`src/rtl/ctrl_seq_pkg.sv`:
```
// ctrl_seq_tracker shared definitions.
// Frame schedule, state encoding and expected-strobe decode.
package ctrl_seq_pkg;

    localparam int FRAME_LEN_DEF = 40;
    localparam int PH_W          = 6;

    // strobe windows, inclusive phase bounds
    localparam int TRST_LO     = 0;
    localparam int TRST_HI     = 1;
    localparam int TCLK_PERIOD = 10;
    localparam int TCLK_OFS    = 5;
    localparam int DQ_LO       = 2;
    localparam int DQ_HI       = 17;
    localparam int SR_LO       = 20;
    localparam int SR_HI       = 37;

    // err_code / strobe vector bit positions
    localparam int TRST_BIT = 0;
    localparam int TCLK_BIT = 1;
    localparam int DQ_BIT   = 2;
    localparam int SR_BIT   = 3;

    typedef enum logic [1:0] {
        HUNT   = 2'd0,
        SYNC   = 2'd1,
        LOCKED = 2'd2
    } state_e;

    // Expected {sr_en,dq_en,tclk,trst} for a given phase.
    function automatic logic [3:0] ctrl_seq_exp(input logic [PH_W-1:0] ph);
        int         p;
        logic [3:0] v;
        p           = int'(ph);
        v           = '0;
        v[TRST_BIT] = (p >= TRST_LO) && (p <= TRST_HI);
        v[TCLK_BIT] = (p % TCLK_PERIOD) >= TCLK_OFS;
        v[DQ_BIT]   = (p >= DQ_LO) && (p <= DQ_HI);
        v[SR_BIT]   = (p >= SR_LO) && (p <= SR_HI);
        return v;
    endfunction

endpackage

```
`src/rtl/ctrl_seq_tracker_sat_cnt.sv`:
```
// Saturating up-counter with synchronous clear.
// Clear wins over increment; holds at all-ones.
module ctrl_seq_sat_cnt #(
    parameter int W = 16
) (
    input  logic         clk,
    input  logic         rst,
    input  logic         clr_i,
    input  logic         inc_i,
    output logic [W-1:0] cnt_o
);

    logic [W-1:0] cnt_q;
    logic [W-1:0] cnt_d;

    // next count: clear, saturating increment, or hold
    always_comb begin
        cnt_d = cnt_q;
        if (clr_i) begin
            cnt_d = '0;
        end else if (inc_i && (cnt_q != '1)) begin
            cnt_d = cnt_q + W'(1);
        end
    end

    // count register
    always_ff @(posedge clk) begin
        if (rst) begin
            cnt_q <= '0;
        end else begin
            cnt_q <= cnt_d;
        end
    end

    assign cnt_o = cnt_q;

endmodule

```
`src/rtl/ctrl_seq_tracker.sv`:
```
// Passive frame-phase tracker for the control sequencer strobes.
// Acquires on a trst rising edge, locks after clean frames, flags deviations.
module ctrl_seq_tracker
    import ctrl_seq_pkg::*;
#(
    parameter int FRAME_LEN   = FRAME_LEN_DEF,
    parameter int LOCK_FRAMES = 1,
    parameter int CNT_W       = 16
) (
    input  logic             clk,
    input  logic             rst,
    input  logic             tclk,
    input  logic             trst,
    input  logic             dq_en,
    input  logic             sr_en,
    output logic [5:0]       phase,
    output logic             phase_vld,
    output logic             locked,
    output logic             err,
    output logic [3:0]       err_code,
    output logic [CNT_W-1:0] frame_cnt,
    output logic [CNT_W-1:0] err_cnt
);

    localparam int CLEAN_W = (LOCK_FRAMES < 1) ? 1 : $clog2(LOCK_FRAMES + 1);

    state_e            state_q, state_d;
    logic [PH_W-1:0]   ph_q, ph_d;
    logic              trst_q;
    logic [PH_W-1:0]   phase_q, phase_d;
    logic              vld_q, vld_d;
    logic              locked_q, locked_d;
    logic              err_q, err_d;
    logic [3:0]        code_q, code_d;

    logic [3:0]        obs;
    logic [3:0]        mism;
    logic [PH_W-1:0]   ph_cur;
    logic [PH_W-1:0]   ph_nxt;
    logic              edge_det;
    logic              last;
    logic              err_inc;
    logic              frame_inc;
    logic              clean_inc;
    logic              clean_clr;
    logic [CLEAN_W-1:0] clean_cnt;

    // sample compare against the schedule and next-state selection
    always_comb begin
        obs           = '0;
        obs[TRST_BIT] = trst;
        obs[TCLK_BIT] = tclk;
        obs[DQ_BIT]   = dq_en;
        obs[SR_BIT]   = sr_en;
        edge_det      = trst & ~trst_q;
        ph_cur        = (state_q == HUNT) ? '0 : ph_q;
        mism          = obs ^ ctrl_seq_exp(ph_cur);
        last          = (ph_cur == PH_W'(FRAME_LEN - 1));
        ph_nxt        = last ? '0 : ph_cur + PH_W'(1);

        state_d   = state_q;
        ph_d      = ph_q;
        phase_d   = '0;
        vld_d     = 1'b0;
        locked_d  = 1'b0;
        err_d     = 1'b0;
        code_d    = code_q;
        err_inc   = 1'b0;
        frame_inc = 1'b0;
        clean_inc = 1'b0;
        clean_clr = 1'b0;

        unique case (state_q)
            HUNT: begin
                if (edge_det) begin
                    if (mism != '0) begin
                        err_d     = 1'b1;
                        code_d    = mism;
                        err_inc   = 1'b1;
                        clean_clr = 1'b1;
                    end else begin
                        state_d = SYNC;
                        ph_d    = ph_nxt;
                        phase_d = ph_cur;
                        vld_d   = 1'b1;
                    end
                end
            end
            SYNC, LOCKED: begin
                if (mism != '0) begin
                    state_d   = HUNT;
                    ph_d      = '0;
                    err_d     = 1'b1;
                    code_d    = mism;
                    err_inc   = 1'b1;
                    clean_clr = 1'b1;
                end else begin
                    ph_d     = ph_nxt;
                    phase_d  = ph_cur;
                    vld_d    = 1'b1;
                    locked_d = (state_q == LOCKED);
                    if (last && (state_q == LOCKED)) begin
                        frame_inc = 1'b1;
                    end
                    if (last && (state_q == SYNC)) begin
                        if (clean_cnt == CLEAN_W'(LOCK_FRAMES - 1)) begin
                            state_d   = LOCKED;
                            locked_d  = 1'b1;
                            clean_clr = 1'b1;
                        end else begin
                            clean_inc = 1'b1;
                        end
                    end
                end
            end
            default: begin
                state_d = HUNT;
                ph_d    = '0;
            end
        endcase
    end

    // state and registered outputs
    always_ff @(posedge clk) begin
        if (rst) begin
            state_q  <= HUNT;
            ph_q     <= '0;
            trst_q   <= 1'b1;
            phase_q  <= '0;
            vld_q    <= 1'b0;
            locked_q <= 1'b0;
            err_q    <= 1'b0;
            code_q   <= '0;
        end else begin
            state_q  <= state_d;
            ph_q     <= ph_d;
            trst_q   <= trst;
            phase_q  <= phase_d;
            vld_q    <= vld_d;
            locked_q <= locked_d;
            err_q    <= err_d;
            code_q   <= code_d;
        end
    end

    ctrl_seq_sat_cnt #(.W(CNT_W)) u_frame_cnt (
        .clk   (clk),
        .rst   (rst),
        .clr_i (1'b0),
        .inc_i (frame_inc),
        .cnt_o (frame_cnt)
    );

    ctrl_seq_sat_cnt #(.W(CNT_W)) u_err_cnt (
        .clk   (clk),
        .rst   (rst),
        .clr_i (1'b0),
        .inc_i (err_inc),
        .cnt_o (err_cnt)
    );

    ctrl_seq_sat_cnt #(.W(CLEAN_W)) u_clean_cnt (
        .clk   (clk),
        .rst   (rst),
        .clr_i (clean_clr),
        .inc_i (clean_inc),
        .cnt_o (clean_cnt)
    );

    assign phase     = phase_q;
    assign phase_vld = vld_q;
    assign locked    = locked_q;
    assign err       = err_q;
    assign err_code  = code_q;

endmodule

```
`config.mk`:
```
export PLATFORM = sky130hd
export DESIGN_NAME = ctrl_seq_tracker
export DESIGN_NICKNAME = d
export VERILOG_FILES = /design/src/rtl/ctrl_seq_pkg.sv /design/src/rtl/ctrl_seq_tracker_sat_cnt.sv /design/src/rtl/ctrl_seq_tracker.sv
export SDC_FILE = /design/constraint.sdc
export NUM_CORES = 1
export LEC_CHECK = 0
export CAP_MARGIN = 20
export CORE_MARGIN = 2
export CORE_UTILIZATION = 56
export CTS_CLUSTER_DIAMETER = 60
export CTS_CLUSTER_SIZE = 24
export DETAILED_ROUTE_END_ITERATION = 10
export PLACE_DENSITY = 0.81
export SLEW_MARGIN = 20
export SYNTH_ARGS = -nofsm -noshare
export SYNTH_HDL_FRONTEND = slang
export SYNTH_HIERARCHICAL = 1
export SYNTH_SLANG_ARGS = --single-unit
```
`constraint.sdc`:
```
create_clock -name clk -period 6.35 [get_ports clk]
set_input_delay 1.27 -clock clk [delete_from_list [all_inputs] [get_ports clk]]
set_output_delay 1.27 -clock clk [all_outputs]
set_load 0.01 [all_outputs]
```
# Yosys cells after proc, flatten, opt, wreduce, memory -nomap -nowiden
# Cells that the tools add are included.
[classes]
muxes = 37
eq_ne = 9
add_sub_neg = 4
magnitude_cmp = 6
div = 1
bitwise_logic = 5
n_reduce_logical = 16
[op_table]
columns = ["op", "n"]
rows = [
  ["6-bit two-way mux", 7],
  ["16-bit by 1-bit adder with 16-bit output (second input constant)", 2],
  ["32-bit by 4-bit greater-or-equal comparator with 1-bit output (second input constant)", 1],
  ["7-bit by 5-bit modulo with 32-bit output (second input constant)", 1],
  ["16-bit inequality test (second input constant)", 2],
  ["6-bit case mux with 2 select lines", 2],
  ["1-bit two-way mux", 16],
  ["2-bit two-way mux", 5],
  ["4-bit two-way mux", 2],
  ["4-bit case mux with 2 select lines", 1],
  ["1-bit logical AND", 7],
  ["6-bit by 1-bit adder with 6-bit output (second input constant)", 1],
  ["6-bit equality test (second input constant)", 1],
  ["6-bit by 2-bit greater-or-equal comparator with 1-bit output (second input constant)", 1],
  ["6-bit by 5-bit greater-or-equal comparator with 1-bit output (second input constant)", 1],
  ["6-bit by 1-bit <= comparator with 1-bit output (second input constant)", 1],
  ["6-bit by 5-bit <= comparator with 1-bit output (second input constant)", 1],
  ["6-bit <= comparator (second input constant)", 1],
  ["3-bit inequality test (second input constant)", 2],
  ["1-bit case mux with 2 select lines", 3],
  ["2-bit inequality test (second input constant)", 2],
  ["2-bit case mux with 2 select lines", 1],
  ["2-bit AND reduction", 2],
  ["4-bit AND reduction", 1],
  ["other kinds (11)", 14],
]
[totals]
input_bits = 6
ff_bits = 55
out_inout_bits = 45

# Depth between registers and ports, before layout
# Gate-level depths: netlist (run 1).
[logic_depth]
word_depth = 10
depth_mapped = 26

# Modules after synthesis
# Netlist (run 1), hierarchy kept.
[by_module_without_submodules]
columns = ["mod", "area_per_inst_um2", "instances", "cells_each"]
rows = [
  ["ctrl_seq_tracker", 1961.9, 1, 258],
  ["ctrl_seq_sat_cnt (u_err_cnt ...)", 917.1, 2, 102],
  ["ctrl_seq_sat_cnt (u_clean_cnt)", 33.8, 1, 3],
]

# Worst setup path before layout (run 1)
# OpenSTA, ideal clock, no wires.
[synth_timing]
kind = "register to register"
from = "register state_q[0]"
to = "register u_err_cnt.cnt_q[12] (netlist: u_err_cnt/cnt_o[12])"
slack_ps = 1330
arrival_time_ps = 4929
stages_incl_launch_ff = 27
required_ps = 6259
period_less_slack_ps = 5020
path_buffers = 5
path_cell_list = "dfxtp_1 inv_1 ha_1 buf_2 buf_1 buf_2 nor2_1 ha_1 nand3b_4 a21oi_1 a311o_1 nand2_1 and2_1 ha_1 nand2b_1 a22o_1 a211oi_2 o22ai_1 a32oi_2 mux2_4 buf_6 nor2_1 and4_4 and3_1 buf_4 a31oi_1 a311oi_1"
[synth_via]
elab_chain_cells = 10
word_cells_on_any_way = 20
[synth_rtl]
columns = ["element", "line", "source"]
rows = [
  ["start, declared", "ctrl_seq_tracker.sv:27", "state_e state_q, state_d;"],
  ["start signal, assigned", "ctrl_seq_tracker.sv:135", "state_q <= state_d;"],
  ["2-bit zero test", "n/a", ""],
  ["6-bit two-way mux", "ctrl_seq_tracker.sv:56", "ph_cur = (state_q == HUNT) ? '0 : ph_q;"],
  ["7-bit by 5-bit modulo with 32-bit output (tied with other cells)", "ctrl_seq_pkg.sv:37", "v[TCLK_BIT] = (p % TCLK_PERIOD) >= TCLK_OFS;"],
  ["32-bit by 4-bit greater-or-equal comparator with 1-bit output (tied with other cells)", "ctrl_seq_pkg.sv:37", ""],
  ["4-bit bitwise XOR", "ctrl_seq_tracker.sv:57", "mism = obs ^ ctrl_seq_exp(ph_cur);"],
  ["4-bit nonzero test", "ctrl_seq_tracker.sv:76, ctrl_seq_tracker.sv:90", ""],
  ["1-bit two-way mux (2 in series)", "n/a", ""],
  ["1-bit case mux with 2 select lines (*)", "n/a", ""],
  ["named net err_d", "ctrl_seq_tracker.sv:33", "logic err_q, err_d;"],
  ["1-bit logical AND (*)", "ctrl_seq_tracker_sat_cnt.sv:21", "end else if (inc_i && (cnt_q != '1)) begin"],
  ["end signal, assigned", "ctrl_seq_tracker_sat_cnt.sv:31", "cnt_q <= cnt_d;"],
  ["end, declared", "ctrl_seq_tracker_sat_cnt.sv:13", "logic [W-1:0] cnt_q;"],
]
# The timed path passes the listed nets; every way through them passes the cells marked *.
# A chain may end at the register's enable or synchronous reset.

# Final worst setup path (run 1)
[layout_timing]
from = "register ph_q[3]"
to = "register u_frame_cnt.cnt_q[11] (netlist: u_frame_cnt/cnt_o[11])"
[layout_via]
elab_chain_cells = 8
word_cells_on_any_way = 18
[layout_rtl]
columns = ["element", "line", "source"]
rows = [
  ["start, declared", "ctrl_seq_tracker.sv:28", "logic [PH_W-1:0] ph_q, ph_d;"],
  ["start signal, assigned", "ctrl_seq_tracker.sv:136", "ph_q <= ph_d;"],
  ["6-bit two-way mux (*)", "ctrl_seq_tracker.sv:56", ""],
  ["7-bit by 5-bit modulo with 32-bit output (tied with other cells)", "ctrl_seq_pkg.sv:37", ""],
  ["32-bit by 4-bit greater-or-equal comparator with 1-bit output (tied with other cells)", "ctrl_seq_pkg.sv:37", ""],
  ["4-bit bitwise XOR", "ctrl_seq_tracker.sv:57", ""],
  ["4-bit nonzero test", "ctrl_seq_tracker.sv:90", "if (mism != '0) begin"],
  ["1-bit two-way mux (*)", "ctrl_seq_tracker.sv:90", ""],
  ["1-bit two-way mux (*)", "ctrl_seq_tracker.sv:73", "unique case (state_q)"],
  ["named net frame_inc", "ctrl_seq_tracker.sv:43", "logic frame_inc;"],
  ["1-bit logical AND (*)", "ctrl_seq_tracker_sat_cnt.sv:21", ""],
  ["end signal, assigned", "ctrl_seq_tracker_sat_cnt.sv:31", ""],
  ["end, declared", "ctrl_seq_tracker_sat_cnt.sv:13", ""],
]
# Marks and branches as above.

==> out/metrics.yaml, run 1 <==
timing:
  worst_slack_ps: 1080
  period_minus_slack_ps: 5270
  slew_viol_final: 0
  max_freq_mhz: 190
  rsz0062_at_grt: "false"
  finalHoldViolations: 0
  post-route-period-util_pct: 83.1
  setup_viol: 0
  slew_headroom_pct: 42.0
  setup_tns_ps: 0
  tightestPinTransition_ps: 868
  fin_skew_ps: 14.0
finish:
  drive_gt1_share_pct: 10.7
  syn_to_final_growth_pct: 16.0
  final_cells: 594
  design_area_um2: 4440
  num-fill-cells: 564
  n_antenna_cell: 0
  final_nets: 533
clocking:
  cts_root_buffer: "clkbuf_8"
  cts.clk_slew.worst_paths_ps: 110
  cts_tree: "built"
  cts_sinks: 55
  cts_resized: 0
  postCtsSetupBuffers: 0
  cts.path.max_buffers: 2
  clock_latency_ps: 310
  htree_levels: 2
  cts_buffers: 5
  cts-hold-fix-buffers: 0
placed_design:
  port_buffers: 50
  preCtsSetupSlack_ps: 1180
  dpl-instance-area_um2: 4330
  dpl.cell_count: 586
  routabilityCongestion: 0.971
  hpwl_um: 6440
grt:
  grt_overflow_total: 0
  grt_max_degree: 32
  antenna_found_initial: 0
  grt_pass1_vias: 3247
  grt_pass1_wl_um: 14700
  grt_use_total_pct: 23.4
setup_path:
  cp_top_family: "simple AND/OR/NAND/NOR gates"
  worst_ep_arrival_time_ps: 5510
  crit_top_cell: "nor2_1"
  path_max_fanout: 23
  path_buf_inv: 0
  slowest_stage: "dfxtp_1"
  path_cells: "nor2_1, nor2_1, ha_1, nand3b_4, a21oi_1, a311o_1, nand2_1, and2_1, ha_1, nor2_1, nor3_1, a211oi_2, o22ai_1, a32oi_2, mux2_4, nand2_1, nor2_1, and3_1, nand3_1, a211oi_1, mux2i_1"
  criticalPathCategory: "reg -> reg"
  cp-start-kind: "flip-flop"
  end_kind: "flip-flop"
  cp.required_ps: 6590
  cp_slowest_stage_delay_ps: 900
power_and_ir_drop:
  p_int_mw: 0.478
  fin_total_pwr_mw: 0.615
  power_density_nw_per_um2: 139
  ir_drop_mv: 0.158
  switchingPower_mw: 0.137
  clockPowerShare_pct: 38.5
  swShare_pct: 22.3
  power.leakage_nw: 1.56
  combinationalPowerShare_pct: 5.0
  seq_power_share_pct: 56.5
status:
  run_status: "complete, no violations"
routing:
  vias: 3554
  route.detailed.drc: 0
  routedWlPerCell_um: 14.5
  drt_iter0_drc: 148
  postRouteAntennaNets: 0
  vias_per_cell: 5.98
  routed_wl_um: 8640
  drt_pre_antenna_iters: 5
floorplanning:
  die_area_um2: 7520
  die_height_um: 86.7
  rows: 30
  core-area_um2: 6720
  boundaryPins: 51
  start_util_pct: 57.0
  fp.dieW_um: 86.7
worst_hold_path:
  min_path_type: "reg -> reg"
yosys:
  async_reset_ff_share_pct: 0
  ys_warn_count: 6
  yosysUniqueCellTypes: 80
  syn_area_um2: 3830
  synth_seq_area_share_pct: 28.7
  syn_inst: 465
  synth-main-ff-cell: "dfxtp_1"
  avgSynthCellArea_um2: 8.24
  synth_seq_cells: 55
  synth-edff-count: 0
run:
  cap_violations: 0
## cell usage in the layout, fill, tap and decap left out, drive strengths merged, types with 8 or more instances in the layout
cell,Yosys,final
dfxtp,55,55
clkdlybuf4s50,0,50
nand2,47,47
nor2,41,41
a21oi,27,27
nand3,22,22
nor3,19,19
o21ai,19,19
nand2b,16,16
or3,16,16
mux2i,15,15
ha,14,14
conb,1,14
inv,12,13
and3,12,12
a31oi,11,11
a211oi,11,11
nand4,9,9
and2,9,9
or2,8,8
## worst min-delay path: cells and delay by family, from the launching register on
kind             cells  cell delay, ps
AO/OA/AOI/OAI        1              60
flip-flops           1             330
AND/OR/NAND/NOR      1              70
## power by group through the flow
stage / clock [mW] / sequential [mW] / combinational [mW]
2_1_floorplan: 0 / 0.356 / 0.0189
3_3_place_gp: 0 / 0.355 / 0.0302
4_1_cts: 0.242 / 0.348 / 0.0306
6_report: 0.237 / 0.348 / 0.0307
3_5_place_dp: 0 / 0.356 / 0.0305
5_1_grt: 0.256 / 0.348 / 0.0344
## layout make-up
class / instances / area, um^2 / area share, %
Multi-Input combinational cell: 386 / 2560 / 57.6
Tap cell: 80 / 100 / 2.25
Clock inverter: 3 / 46.3 / 1.04
Sequential cell: 55 / 1100 / 24.8
Clock buffer: 5 / 68.8 / 1.55
Timing Repair Buffer: 53 / 523 / 11.8
Inverter: 12 / 45.0 / 1.01
## stage by stage
step,util [%],hold WS [ps]
after floorplan,-,486
after global placement,64.4,462
after detailed placement,64.4,476
after CTS,66.1,500
after global routing,66.1,520
final,66.1,489
## Yosys cell counts, types with 5 or more instances
library cell / count / area share (%)
inv_1: 11 / 1.1
nand4_1: 7 / 1.1
nand3_1: 22 / 2.9
or3_2: 6 / 1.2
or3_1: 10 / 1.6
ha_1: 14 / 4.6
a211oi_1: 8 / 1.6
buf_6: 7 / 2.1
and3_1: 6 / 0.98
o21ai_0: 8 / 1.0
a21oi_1: 27 / 3.5
and2_1: 5 / 0.82
dfxtp_1: 55 / 29
nor2_1: 41 / 4.0
buf_2: 9 / 1.2
a31oi_1: 11 / 1.8
nand2b_1: 15 / 2.5
nand2_1: 47 / 4.6
o21ai_1: 10 / 1.3
nor3_1: 15 / 2.0
nor4_1: 5 / 0.82
or2_2: 5 / 0.82
mux2i_1: 15 / 3.9
## sequential cells by signal (all words and copies together), names as in the netlist
name               flops
u_err_cnt/cnt_o       16
u_frame_cnt/cnt_o     16
ph_q                   6
phase                  6
err_code               4
state_q                2
err                    1
locked                 1
phase_vld              1
trst_q                 1
u_clean_cnt/cnt_o      1
## worst paths after layout
| path | endpoint | startpoint | slack [ps] | depth (start not counted) |
|---|---|---|---|---|
| worst min-delay path | err_code[3] | err_code[3] | 490 | 2 |
| worst max register to register | u_frame_cnt/cnt_o[11] | ph_q[3] | 1080 | 21 |
| worst min register to register | err_code[3] | err_code[3] | 490 | 2 |
| worst max-delay path | u_frame_cnt/cnt_o[11] | ph_q[3] | 1080 | 21 |
## per-layer routing
metal	global-route usage (%)	wire length, um
met1	32.1	4160
met2	38.8	4090
met3	2.57	294
met4	6.96	92
met5	0	0
## cells by family after synthesis
family	after synthesis	share of synthesized area, %
simple gates	221	33.0
compound gates	114	21.9
flops	55	28.7
buf+inv	37	5.75
mux	17	4.61
fa+ha+maj	14	4.57
xor+xnor	6	1.37
other cells	1	0.0979
Note: power is estimated with default switching activity, not from simulation.
==> inputs of run 2 (changes only) <==
Clock period 6.35 ns to 5 ns, I/O delays scaled along.
==> out/metrics.yaml, run 2 (synthesis gave the netlist of run 1 again) <==
setup_path:
  end_kind: "flip-flop"
  reg2regPathDepth: 21
  r2r_end: "u_err_cnt/cnt_o[12]"
  cp-start-kind: "flip-flop"
  path_max_fanout: 6
  criticalPathCategory: "reg -> reg"
  worst_ep_arrival_time_ps: 4970
  r2r_slack_ps: 260
  cp-startpoint: "state_q[0]"
  worstSetupEndpoint: "u_err_cnt/cnt_o[12]"
  crit-reg2reg-launch: "state_q[0]"
  cp.required_ps: 5230
finish:
  final_cell_mix: "55 x dfxtp_1, 50 x clkdlybuf4s50_1, 47 x nand2_1, 38 x nor2_1, 26 x a21oi_1"
  n_antenna_cell: 0
  final_nets: 548
  final_common_cell: "dfxtp_1"
  design_area_um2: 4600
  syn_to_final_growth_pct: 20.0
  drive_gt1_share_pct: 15.5
floorplanning:
  start_util_pct: 57.0
  boundaryPins: 51
  core-area_um2: 6720
  die_height_um: 86.7
  rows: 30
  die_area_um2: 7520
  fp.dieW_um: 86.7
power_and_ir_drop:
  clockPowerShare_pct: 35.2
  p_int_mw: 0.571
  seq_power_share_pct: 59.3
  power_density_nw_per_um2: 162
  power.leakage_nw: 1.63
  switchingPower_mw: 0.173
  ir_drop_mv: 0.106
  combinationalPowerShare_pct: 5.5
  swShare_pct: 23.3
grt:
  grt_max_degree: 28
  grt_use_total_pct: 24.8
  grt_pass1_vias: 3413
  grt_pass1_wl_um: 15400
  antenna_found_initial: 0
  grt_overflow_total: 0
  busiest_layer: "met2"
  grt_use_met3_pct: 4.57
  grt_use_met2_pct: 42.3
  grt_util_met1_pct: 32.3
clocking:
  cts_tree: "built"
  cts_root_buffer: "clkbuf_8"
  cts.clk_slew.worst_paths_ps: 100
  cts_sinks: 55
  htree_levels: 2
  cts.path.max_buffers: 2
  cts-hold-fix-buffers: 0
  clock_latency_ps: 310
  cts_buffers: 5
routing:
  routedWlPerCell_um: 15.5
  postRouteAntennaNets: 0
  vias_per_cell: 6.09
  vias: 3708
  drt_iter0_drc: 194
  routed_wl_um: 9420
  drt_pre_antenna_iters: 5
  route.detailed.drc: 0
placed_design:
  dpl-instance-area_um2: 4390
  hpwl_um: 6760
  port_buffers: 50
  routabilityCongestion: 0.961
timing:
  finalHoldViolations: 0
  max_freq_mhz: 211
  fin_skew_ps: 8.41
  setup_viol: 0
  post-route-period-util_pct: 94.8
  whs_ps: 482
  period_minus_slack_ps: 4740
  slew_viol_final: 0
  tightestPinTransition_ps: 798
  slew_headroom_pct: 46.6
worst_hold_path:
  min_path_type: "reg -> reg"
run:
  cap_violations: 0
status:
  run_status: "complete, no violations"
run 2: cell types whose count changed in the layout (fill, tap and decap cells not counted), sizes merged:
cell,previous run,this run
clkinv,0,1
mux2,2,3
clkinvlp,1,0
bufinv,1,0
inv,13,12
buf,3,17
clkbuf,5,7
run 2: worst max-delay path: stages, from the launching register on:
cell	delay [ps]
dfxtp_1	400
inv_1	80
ha_1	240
nand2b_1	170
inv_1	80
ha_1	270
and2b_1	290
a311o_1	240
nand2_1	90
and2_1	180
ha_1	280
nor2_2	160
nor3_1	80
a211oi_2	200
o22ai_1	110
a32oi_2	330
mux2_4	370
nor2_2	160
and4_4	270
and3_1	300
a31oi_1	120
a311oi_1	240
run 2: how the worst min path moves through the flow:
| stage | start | to | slack (ps) | depth (start not counted) |
|---|---|---|---|---|
| detailed placement | err_code[3] | err_code[3] | 470 | 2 |
| global placement | err_code[3] | err_code[3] | 460 | 2 |
| global route | err_code[3] | err_code[3] | 510 | 2 |
| finish | err_code[3] | err_code[3] | 480 | 2 |
| CTS | err_code[3] | err_code[3] | 490 | 2 |
| floorplan | err_code[3] | err_code[3] | 490 | 2 |
run 2: layout make-up:
type,count,area (um^2)
Tap cell,80,100
Fill cell,566,2120
Clock buffer,7,86.3
Sequential cell,55,1100
Clock inverter,1,8.76
Multi-Input combinational cell,387,2630
Inverter,12,45.0
Timing Repair Buffer,67,628
run 2: per-layer routing:
metal	up-vias	share of wire (%)	wire, um
met5	-	0	0
met4	0	0.94	89
met3	10	4.8	456
met2	114	48	4530
met1	1758	46	4340
li1	1826	-	-
run 2: repair_timing:
action / 4_1_cts / 5_1_grt
buffers inserted: 0 / 6
gates resized for setup: 0 / 14
endpoints found under the setup margin: 0 / 22
run 2: per-stage QoR:
step,cells,utilization (%),total power [mW],setup slack [ps],TNS [ps]
2_1_floorplan,478,-,0.476,105,0
5_1_grt,609,68.4,0.775,-35.0,-93.5
3_5_place_dp,594,65.3,0.491,72.7,0
4_1_cts,602,66.7,0.747,28.9,0
6_report,609,68.4,0.745,258,0
3_3_place_gp,594,65.3,0.490,330,0
run 2: power by group through the flow:
stage	logic, mW	registers, mW	clock network, mW
2_1_floorplan	0.0240	0.452	0
4_1_cts	0.0395	0.441	0.266
5_1_grt	0.0455	0.442	0.287
3_3_place_gp	0.0386	0.452	0
6_report	0.0413	0.441	0.262
3_5_place_dp	0.0392	0.452	0
